[src/rtl/md_issue_ctrl.sv]
// Issue/writeback sequencer for an external multiplier and divider.
// It accepts one request, starts the selected unit, waits for done or a timeout, then writes back.
module md_issue_ctrl #(
    parameter int TIMEOUT     = 64,
    parameter int RSTATUS_REG = 30
) (
    input  logic        clock,
    input  logic        reset,
    input  logic        req_valid,
    input  logic        req_op,
    input  logic [31:0] req_a,
    input  logic [31:0] req_b,
    input  logic [4:0]  req_rd,
    output logic        req_ready,
    output logic        stall,
    output logic        mul_start,
    output logic        div_start,
    output logic [31:0] unit_a,
    output logic [31:0] unit_b,
    output logic        unit_clear,
    input  logic        mul_done,
    input  logic        mul_overflow,
    input  logic [31:0] mul_result,
    input  logic        div_done,
    input  logic        div_exception,
    input  logic [31:0] div_result,
    output logic        wb_valid,
    output logic [4:0]  wb_rd,
    output logic [31:0] wb_data,
    output logic        timeout
);

    typedef enum logic [1:0] {IDLE, ISSUE, WAIT, WB} state_t;

    state_t      state, state_nx;
    logic        op_q;
    logic [4:0]  rd_q;
    logic [6:0]  wait_cnt;
    logic        sel_done, sel_exc, wait_expired;
    logic [31:0] sel_result;

    // Only the unit that was started is listened to.
    assign sel_done     = op_q ? div_done      : mul_done;
    assign sel_exc      = op_q ? div_exception : mul_overflow;
    assign sel_result   = op_q ? div_result    : mul_result;
    assign wait_expired = (wait_cnt == 7'(TIMEOUT - 1));

    always_ff @(posedge clock) begin
        if (!reset) state <= IDLE;
        else        state <= state_nx;
    end

    always_comb begin
        state_nx = state;
        case (state)
            IDLE:  if (req_valid) state_nx = ISSUE;
            ISSUE: state_nx = WAIT;
            WAIT: begin
                // done beats an expiring counter in the same cycle
                if (sel_done)          state_nx = WB;
                else if (wait_expired) state_nx = IDLE;
            end
            WB:    state_nx = IDLE;
            default: state_nx = IDLE;
        endcase
    end

    always_comb begin
        req_ready  = (state == IDLE);
        stall      = reset && ((state != IDLE) || req_valid);
        mul_start  = reset && (state == ISSUE) && !op_q;
        div_start  = reset && (state == ISSUE) && op_q;
        wb_valid   = reset && (state == WB);
        timeout    = reset && (state == WAIT) && !sel_done && wait_expired;
        unit_clear = !reset || timeout;
    end

    always_ff @(posedge clock) begin
        if (!reset) begin
            op_q     <= 1'b0;
            rd_q     <= '0;
            unit_a   <= '0;
            unit_b   <= '0;
            wait_cnt <= '0;
            wb_rd    <= '0;
            wb_data  <= '0;
        end else begin
            if (state == IDLE && req_valid) begin
                op_q   <= req_op;
                rd_q   <= req_rd;
                unit_a <= req_a;
                unit_b <= req_b;
            end
            if (state == ISSUE)     wait_cnt <= '0;
            else if (state == WAIT) wait_cnt <= wait_cnt + 7'd1;
            // Writeback value is resolved at capture so WB just presents registers.
            if (state == WAIT && sel_done) begin
                wb_rd   <= sel_exc ? 5'(RSTATUS_REG) : rd_q;
                wb_data <= sel_exc ? (op_q ? 32'd5 : 32'd4) : sel_result;
            end
        end
    end

endmodule

[config.mk]
export PLATFORM = sky130hd
export DESIGN_NAME = md_issue_ctrl
export DESIGN_NICKNAME = d
export VERILOG_FILES = /design/src/rtl/md_issue_ctrl.sv
export SDC_FILE = /design/constraint.sdc
export NUM_CORES = 1
export LEC_CHECK = 0
export BUFFER_PORTS_ARGS = -buffer_cell sky130_fd_sc_hd__buf_2
export CORE_MARGIN = 4
export CORE_UTILIZATION = 49
export DETAILED_ROUTE_END_ITERATION = 10
export PLACE_DENSITY = 0.84
export SYNTH_ARGS = -nofsm -noshare
export SYNTH_HDL_FRONTEND = slang
export SYNTH_SLANG_ARGS = --single-unit
export TNS_END_PERCENT = 5
[constraint.sdc]
create_clock -name clock -period 2.6 [get_ports clock]
set_input_delay 0.52 -clock clock [delete_from_list [all_inputs] [get_ports clock]]
set_output_delay 0.52 -clock clock [all_outputs]
set_load 0.01 [all_outputs]
==> results of run 1 <==
layout by cell type, fill, tap and decap left out, types with 2 or more instances in the layout:
cell        instances
inv_1               2
clkbuf_16          16
o31ai_1             6
nand2_1           146
clkinv_4            2
buf_2             248
buf_4              10
clkbuf_8            3
and3_1              2
nor2b_1             2
mux2_2              2
dfxtp_1           115
nand2b_1            2
clkinvlp_4          6
nor3_1              2
inv_6               3
a21oi_1            75
or3_1               5
nor2_1             10
mux2i_1            30
o211ai_1           38
nand4_1             2
o21ai_0             5
nor3b_1             2
o31ai_2            24
bufinv_16           2
o21ai_1             6
through the flow:
stage	hold slack, ns	utilization, %	area (sq um)	total power (W)
6_report	0.249	71.0	6660	0.00485
5_1_grt	0.228	71.0	6660	0.00507
4_1_cts	0.222	71.0	6660	0.00490
3_5_place_dp	0.443	64.7	6070	0.00262
3_3_place_gp	0.438	64.7	6070	0.00260
2_1_floorplan	0.432	-	4770	0.00233
metal layers:
| metal | GRT usage, % | vias up | part of all wire (%) | routed length [um] |
|---|---|---|---|---|
| met5 | 0 | - | 0 | 0 |
| met4 | 7.03 | 0 | 1.3 | 191 |
| met3 | 9.39 | 15 | 9.3 | 1340 |
| met2 | 43.8 | 203 | 51 | 7320 |
| met1 | 28.3 | 2160 | 38 | 5500 |
| li1 | - | 2354 | - | - |
power by group:
part           switching [W]  total (W)  internal [W]
Sequential         0.0000519    0.00193       0.00188
Clock               0.000845    0.00227       0.00142
Combinational       0.000394   0.000657      0.000263
Total                0.00129    0.00485       0.00356
final timing paths:
path              startpoint         end  slack, ns
setup / recovery        op_q     timeout       0.20
hold / removal     req_b[12]  unit_b[12]       0.25
setup reg to reg    state[0]  wb_data[1]       0.62
hold reg to reg   unit_b[12]  unit_b[12]       0.45
cells by family (layout without fill, tap and decap cells):
kind of cell | Yosys count | in the layout | synth area share [%]
adder cells (fa/ha/maj) | 1 | 1 | 0.262
multiplexers | 33 | 33 | 6.98
AO/OA/AOI/OAI | 162 | 162 | 23.6
buffers and inverters | 53 | 294 | 4.80
flip-flops | 116 | 116 | 48.7
XOR/XNOR | 1 | 1 | 0.184
AND/OR/NAND/NOR | 178 | 178 | 15.4
cell type report:
cell class / count / area, sq um / share of cell area, %
inverters: 3 / 11.3 / 0.169
clock buffers: 19 / 442 / 6.63
repair buffers: 259 / 1340 / 20.1
clock inverters: 13 / 149 / 2.24
well taps: 129 / 161 / 2.42
multi-input cells: 375 / 2230 / 33.6
flip-flops and latches: 116 / 2320 / 34.9
critical path, delay by kind of cell (launching register included):
family / cells / cell delay [ns]
multiplexers: 1 / 0.42
buffers and inverters: 1 / 0.14
flip-flops: 1 / 0.39
AND/OR/NAND/NOR: 2 / 0.43
registers in the layout, indices dropped and copies added (netlist names):
register and flops:
state 2, wait_cnt 7, unit_b 32, unit_a 32
wb_data 32, op_q 1, rd_q 5, wb_rd 5
==> run metrics, run 1 <==
area grow syn2layout 39.7%; share of the synthesized area in the top cell type between 40% and 50%; initial DRC count roughly 180; most used flip-flop cell after synthesis dfxtp_1; worst reg2reg path depth 4; initial antenna violation count 0; Yosys top cell by area dfxtp_1; TNS Setup 0 ns; Setup crit start kind register; min-delay worst type input pin to register; die height 107 um; Clock Tree Buf Depth 2; Slowest-stage cell, CP mux2i_4; Starting Density between 50% and 60%; Post-CTS Setup Inserts 0; unrepaired setup endpoints after global routing no; Max FO, Critical Path 11; Seq/Total Area, Yosys between 40% and 50%; count leader, synth nand2_1; largest cells by area after synthesis dfxtp_1 (49%), nand2_1 (11%), a21oi_1 (7.9%); outcome finished, final reports clean; worst slew pin tran just over 0.9 ns; Final period util about 92%; routability congestion estimate from global placement a little under 0.8; clk_lat worst skew roughly 0.50 ns; Root Driver clkbuf_8; cts repair resizes 0; Via density about 5.2; Worst Path Required 2.08 ns; relative slew slack 37.9%; Pwr Density ~730 nW/um^2; Antenna diodes 0; largest net degree at the start of global routing 71; Synth Register Bits around 120; dpl ws around 0.45 ns; Max VDD drop ~0.48 mV; Worst Clk Skew approximately 0.0056 ns; final hold vios 0; layout cells sized above 1 around two fifths; Wirelength per Cell between 15 and 20 um; number of core rows 35; Slew Limit Fails 0; synth warn 0; Arr. time, crit path between 1.5 and 2 ns; 1st-pass router iterations 5; Post-CTS Hold Buffers 0; Fmax between 400 and 500 MHz; GRT Residual Overflow 0; Max Cap Viol 0; die area about 11000 sq um; GRT Total Usage 25.0%; Cell Chain, Critical Path mux2i_4 > and3b_1 > and3_1 > buf_2; CTS H-Tree Depth 4; fin nets ~910; minimum clock period about 2.4 ns; CTS tree built; Hold Crit Depth 3; post-synthesis cell type count 39; area of the core between 9000 and 10000 sq um; Detail Placement HPWL 10500 um; syn_nets roughly 690; Setup Viol. Count Final 0; vias in the first global route 4680; TritonCTS buffer count 17; Pleak between 3 and 4 nW; Port Buf Inserts about 250; I/O pin total approximately 250; cells after synthesis between 500 and 600; commonest cells in the netlist nand2_1 (146), dfxtp_1 (116), a21oi_1 (75), clkbuf_1 (38), o211ai_1 (38); Via Count about 4700; filler instances approximately 750; synthesized cell area approximately 4800 sq um; clock sinks 116; number of enable flip-flop cells after synthesis 0; asr flop ratio synth 0%; WL final ~14000 um; Worst-path clk slew 0.06 ns; WS Path Type register to output pin; Final ANT Viol Nets 0; CP Capture Type output pin; cell count after placement around 880; first-pass GRT wire length 22800 um; Avg Synthesized Cell Area between 8 and 9 sq um; PnR worst setup slack ~0.2 ns; max incr delay on CP 0.42 ns; post-route insts no fill between 900 and 1000; # DRC 0; Die X between 100 and 150 um
No activity file was read; power rests on OpenSTA's default activity.
==> inputs of run 2 (changes only) <==
- REMOVE_ABC_BUFFERS: unset -> 1
==> run 2 against run 1 <==
  * Register-to-register slack worse by 0.18 ns
  * Critical path type unchanged
  * Largest cell class unchanged
  * Sequential cell count is the same
  * Wire length decreased by 1.7%
  * Setup slack got worse by 0.0010 ns
==> run metrics, run 2 (synthesis gave the netlist of run 1 again) <==
outcome finished, final reports clean; clk_lat worst skew 0.50 ns (about the same); initial DRC count 250 (+36%); Root Driver clkbuf_8; Slew Limit Fails 0 (unchanged); Worst Setup SP state[0]; GRT Residual Overflow 0 (unchanged); Worst Setup EP timeout; initial antenna violation count 0 (unchanged); Worst Clk Skew 0.00694 ns (+0.00129 ns); Antenna diodes 0 (unchanged); Max VDD drop 0.493 mV (+2.9%); worst reg2reg path depth 3 (-1); # DRC 0 (unchanged); Setup Viol. Count Final 0 (unchanged); Final period util 92.3% (about the same); I/O pin total 249 (unchanged); Pleak 3.02 nW (+0.19%); Max Cap Viol 0 (unchanged); relative slew slack 36.7% (-1.2 points); Die X 107 um (unchanged); layout cells sized above 1 41.2% (about the same); FF-to-FF Start state[0]; Post-CTS Hold Buffers 0 (unchanged); Max FO, Critical Path 14 (+3); worst slew pin tran 0.950 ns (+0.0178 ns); fin util 70.9% (-0.17 points); Wirelength per Cell 15.4 um (-2.0%); Starting Density 50.9% (unchanged); Clock Tree Buf Depth 2 (unchanged); routability congestion estimate from global placement 0.741 (-3.5%); unrepaired setup endpoints after global routing no; number of core rows 35 (unchanged); commonest non-fill, non-tap cells in the layout buf_2 (248), nand2_1 (146), dfxtp_1 (115); Slowest-stage cell, CP dfxtp_1; largest net degree at the start of global routing 59 (-17%); cts repair resizes 0 (unchanged); fin nets 916 (+0.22%); Setup crit start kind register; crit path buf inv count 1 (unchanged); TNS Setup 0 ns (unchanged); Detail Placement HPWL 10400 um (-1.0%); die area 11400 sq um (unchanged); Worst Path Required 2.08 ns (about the same); WL final 14100 um (-1.7%); Reg2Reg Setup Slack 0.44 ns (-0.18 ns); largest registers unit_a: 32 flops, unit_b: 32 flops, wb_data: 32 flops; die height 107 um (unchanged); CP Capture Type output pin; Final Power 0.00473 W (-2.5%); Arr. time, crit path 1.88 ns (about the same); Top delay family on crit path simple AND/OR/NAND/NOR gates; Pwr Density 713 nW/um^2 (-2.2%); Cell Chain, Critical Path nand2b_1 > nor2_1 > and3_1 > buf_2; TritonCTS buffer count 17 (unchanged); Crit Reg-Reg Endpoint wb_data[31]; vias in the first global route 4800 (+2.6%); max incr delay on CP 0.61 ns (+0.19 ns); CTS tree built; Via density 5.20 (+0.44%); min-delay worst type input pin to register; 1st-pass router iterations 4 (-1); area grow syn2layout 39.4%; Via Count 4763 (+0.66%); first-pass GRT wire length 22800 um (-0.18%); Post-CTS Setup Inserts 0 (unchanged); Fmax 417 MHz (about the same); WS Path Type register to output pin; GRT Total Usage 24.5% (-0.45 points); Final ANT Viol Nets 0 (unchanged); CTS H-Tree Depth 4 (unchanged); area of the core 9370 sq um (unchanged); final hold vios 0 (unchanged); Critical Path Stages 4 (unchanged); minimum clock period 2.40 ns (+0.00102 ns); clock sinks 116 (unchanged); commonest non-fill, non-tap cell in the layout buf_2; Worst-path clk slew 0.06 ns (about the same); Port Buf Inserts 248 (unchanged)
run 2: power by group:
part / switching, W / internal, W / total, W
Clock: 0.000843 / 0.00130 / 0.00215
Sequential: 0.0000556 / 0.00188 / 0.00193
Combinational: 0.000389 / 0.000266 / 0.000655
Total: 0.00129 / 0.00344 / 0.00473
run 2: stage by stage:
| stage | setup slack, ns | area (sq um) | hold WS, ns | std cells |
|---|---|---|---|---|
| 2_1_floorplan | -1.90 | 4550 | 0.432 | 494 |
| 3_3_place_gp | 0.556 | 6080 | 0.439 | 884 |
| 3_5_place_dp | 0.484 | 6080 | 0.443 | 884 |
| 4_1_cts | 0.199 | 6640 | 0.233 | 916 |
| 5_1_grt | 0.0722 | 6640 | 0.246 | 916 |
| 6_report | 0.201 | 6640 | 0.256 | 916 |
run 2: worst min-delay path by stage:
stage | start | to | slack (ns) | cells past startpoint
floorplan | rd_q[0] | wb_rd[0] | 0.43 | 2
finish | req_b[21] | unit_b[21] | 0.26 | 3
detailed placement | unit_b[13] | unit_b[13] | 0.44 | 2
global route | req_b[1] | unit_b[1] | 0.25 | 3
global placement | unit_a[0] | unit_a[0] | 0.44 | 2
CTS | req_a[7] | unit_a[7] | 0.23 | 3
run 2: worst reg2reg max path: stages, from the launching register on:
cell and delay, ns:
dfxtp_1 0.45, nand2b_1 0.34, or3_2 0.90, o31ai_1 0.38
run 2: per-layer routing:
metal	vias up	wire (um)	track usage [%]
li1	2359	-	-
met1	2174	5400	28.0
met2	210	7040	42.8
met3	20	1440	8.43
met4	0	234	8.04
met5	-	0	0
run 2: final cells by class:
type	instances	area [sq um]
tap	129	161
inverter	3	11.3
multi-input combinational	375	2230
sequential	116	2320
fill	735	2730
timing repair buffer	261	1350
clock inverter	13	128
clock buffer	19	432
==> inputs of run 3 (changes only) <==
- CORE_UTILIZATION: 49 -> 23
- PLACE_DENSITY: 0.84 -> 0.44
- RECOVER_POWER: unset -> 25
==> run 3 against run 2 <==
  * Sequential share of layout area decreased by 1.5 points
  * Sequential cell count unchanged
  * Cell area increased by 4.4%
  * Critical endpoint unchanged
  * Clock skew increased by 0.0018 ns
  * Wire length increased by 19%
  * Clock-buffer cell count decreased by 1
  * Power increased by 11%
  * Die area increased by 100%
  * Clock power increased by 22%
==> run metrics, run 3 (synthesis gave the netlist of run 1 again) <==
area of the core 20300 sq um (+120%); CTS tree built; PnR worst setup slack 0.427 ns (+0.227 ns); initial DRC count 218 (-13%); Wirelength per Cell 15.7 um (+2.1%); Fmax 460 MHz (+10%); Final Instance Area 6930 sq um (+4.4%); Final ANT Viol Nets 0 (unchanged); routability congestion estimate from global placement 0.842 (+14%); met1 wire length 7630 um (+41%); commonest non-fill, non-tap cells in the layout buf_2 (195), nand2_1 (146), dfxtp_1 (115); Reg2Reg Setup Slack 0.63 ns (+0.19 ns); Post-CTS Hold Buffers 0 (unchanged); Worst Clk Skew 0.00877 ns (+0.00183 ns); WL final 16700 um (+19%); GRT Residual Overflow 0 (unchanged); Via Count 4754 (-0.19%); Setup crit start kind register; number of core rows 52 (+49%); Starting Density 23.5% (-27 points); min-delay worst type input pin to register; fin nets 922 (+0.66%); cell count after placement 1031 (+17%); Post-CTS Setup Inserts 0 (unchanged); clk_lat worst skew 0.40 ns (-0.10 ns); CTS H-Tree Depth 4 (unchanged); Worst-path clk slew 0.07 ns (about the same); area grow syn2layout 45.5%; initial antenna violation count 2 (+2); die height 152 um (+43%); # DRC 0 (unchanged); GRT Total Usage 14.2% (-10 points); met3 WL 2090 um (+45%); fin util 34.2% (-37 points); largest net degree at the start of global routing 78 (+32%); minimum clock period 2.17 ns (-0.227 ns); Worst Path Required 2.08 ns (about the same); dpl ws 0.585 ns (+0.101 ns); unrepaired setup endpoints after global routing no; Via density 4.47 (-14%); TritonCTS buffer count 17 (unchanged); Final Power 0.00524 W (+11%); post-route insts no fill 1063 (+16%); outcome finished, final reports clean; vias in the first global route 4721 (-1.6%); Final period util 83.6% (-8.7 points); Max FO, Critical Path 5 (-9); Detail Placement HPWL 11800 um (+14%); worst slew pin tran 0.882 ns (-0.0673 ns); Root Driver clkbuf_16; Port Buf Inserts 248 (unchanged); Arr. time, crit path 1.65 ns (-0.23 ns); metal2 WL 6880 um (-2.2%); Die X 152 um (+43%); Slew Limit Fails 0 (unchanged); cts repair resizes 0 (unchanged); relative slew slack 41.2% (+4.5 points); I/O pin total 249 (unchanged); largest registers unit_a: 32 flops, unit_b: 32 flops, wb_data: 32 flops; commonest non-fill, non-tap cell in the layout buf_2; Max VDD drop 0.406 mV (-18%); final hold vios 0 (unchanged); die area 23100 sq um (+100%); WS Path Type register to output pin; clock sinks 116 (unchanged); layout cells sized above 1 34.7% (-6.5 points); 1st-pass router iterations 4 (unchanged); Clock Tree Buf Depth 2 (unchanged); Pleak 2.88 nW (-4.6%); Max Cap Viol 0 (unchanged); Setup Viol. Count Final 0 (unchanged); CP Capture Type output pin; Pwr Density 756 nW/um^2 (+6.1%); top routing layer in use met5; Placed Area 6350 sq um (+4.5%); first-pass GRT wire length 26600 um (+17%); Antenna diodes 0 (unchanged)
-- run 3: cell count changes in the layout (fill, tap and decap cells not counted), sizes merged --
cell    delta
clkinv     -4
buf       -49
bufinv     +4
inv        +1
clkbuf    +54
-- run 3: metrics by stage --
| stage | setup TNS [ns] | hold WS, ns |
|---|---|---|
| after floorplan | -91.66 | 0.432 |
| after global placement | 0 | 0.439 |
| after detailed placement | 0 | 0.445 |
| after CTS | 0 | 0.318 |
| after global routing | 0 | 0.325 |
| final | 0 | 0.342 |
-- run 3: path summary, 6_finish.rpt --
check,from,to,depth (start not counted)
hold / removal,req_b[18],unit_b[18],3
setup / recovery,wait_cnt[0],timeout,5
hold reg to reg,unit_b[12],unit_b[12],2
setup reg to reg,op_q,wb_data[15],4
-- run 3: area by class of cell --
| class | count | area, sq um |
|---|---|---|
| repair buffers | 267 | 1370 |
| clock inverters | 14 | 225 |
| fillers | 2210 | 13400 |
| clock buffers | 18 | 429 |
| flip-flops and latches | 116 | 2320 |
| inverters | 3 | 11.3 |
| multi-input cells | 375 | 2230 |
| well taps | 270 | 338 |
-- run 3: where the power goes --
part	switching (W)	total [W]	internal, W
logic	0.000419	0.000694	0.000276
clock network	0.000902	0.00262	0.00172
registers	0.0000550	0.00193	0.00187
total	0.00138	0.00524	0.00387
-- run 3: critical path, cell delays in order (launching register included) --
cell and delay [ns]:
dfxtp_1 0.41, ha_1 0.22, nand4_1 0.18, nor2_1 0.16
and3_1 0.16, buf_2 0.12
-- run 3: per-layer routing --
layer | vias to the layer above | track usage [%]
li1 | 2372 | -
met1 | 2143 | 18.5
met2 | 227 | 20.1
met3 | 8 | 8.28
met4 | 4 | 3.34
met5 | - | 0
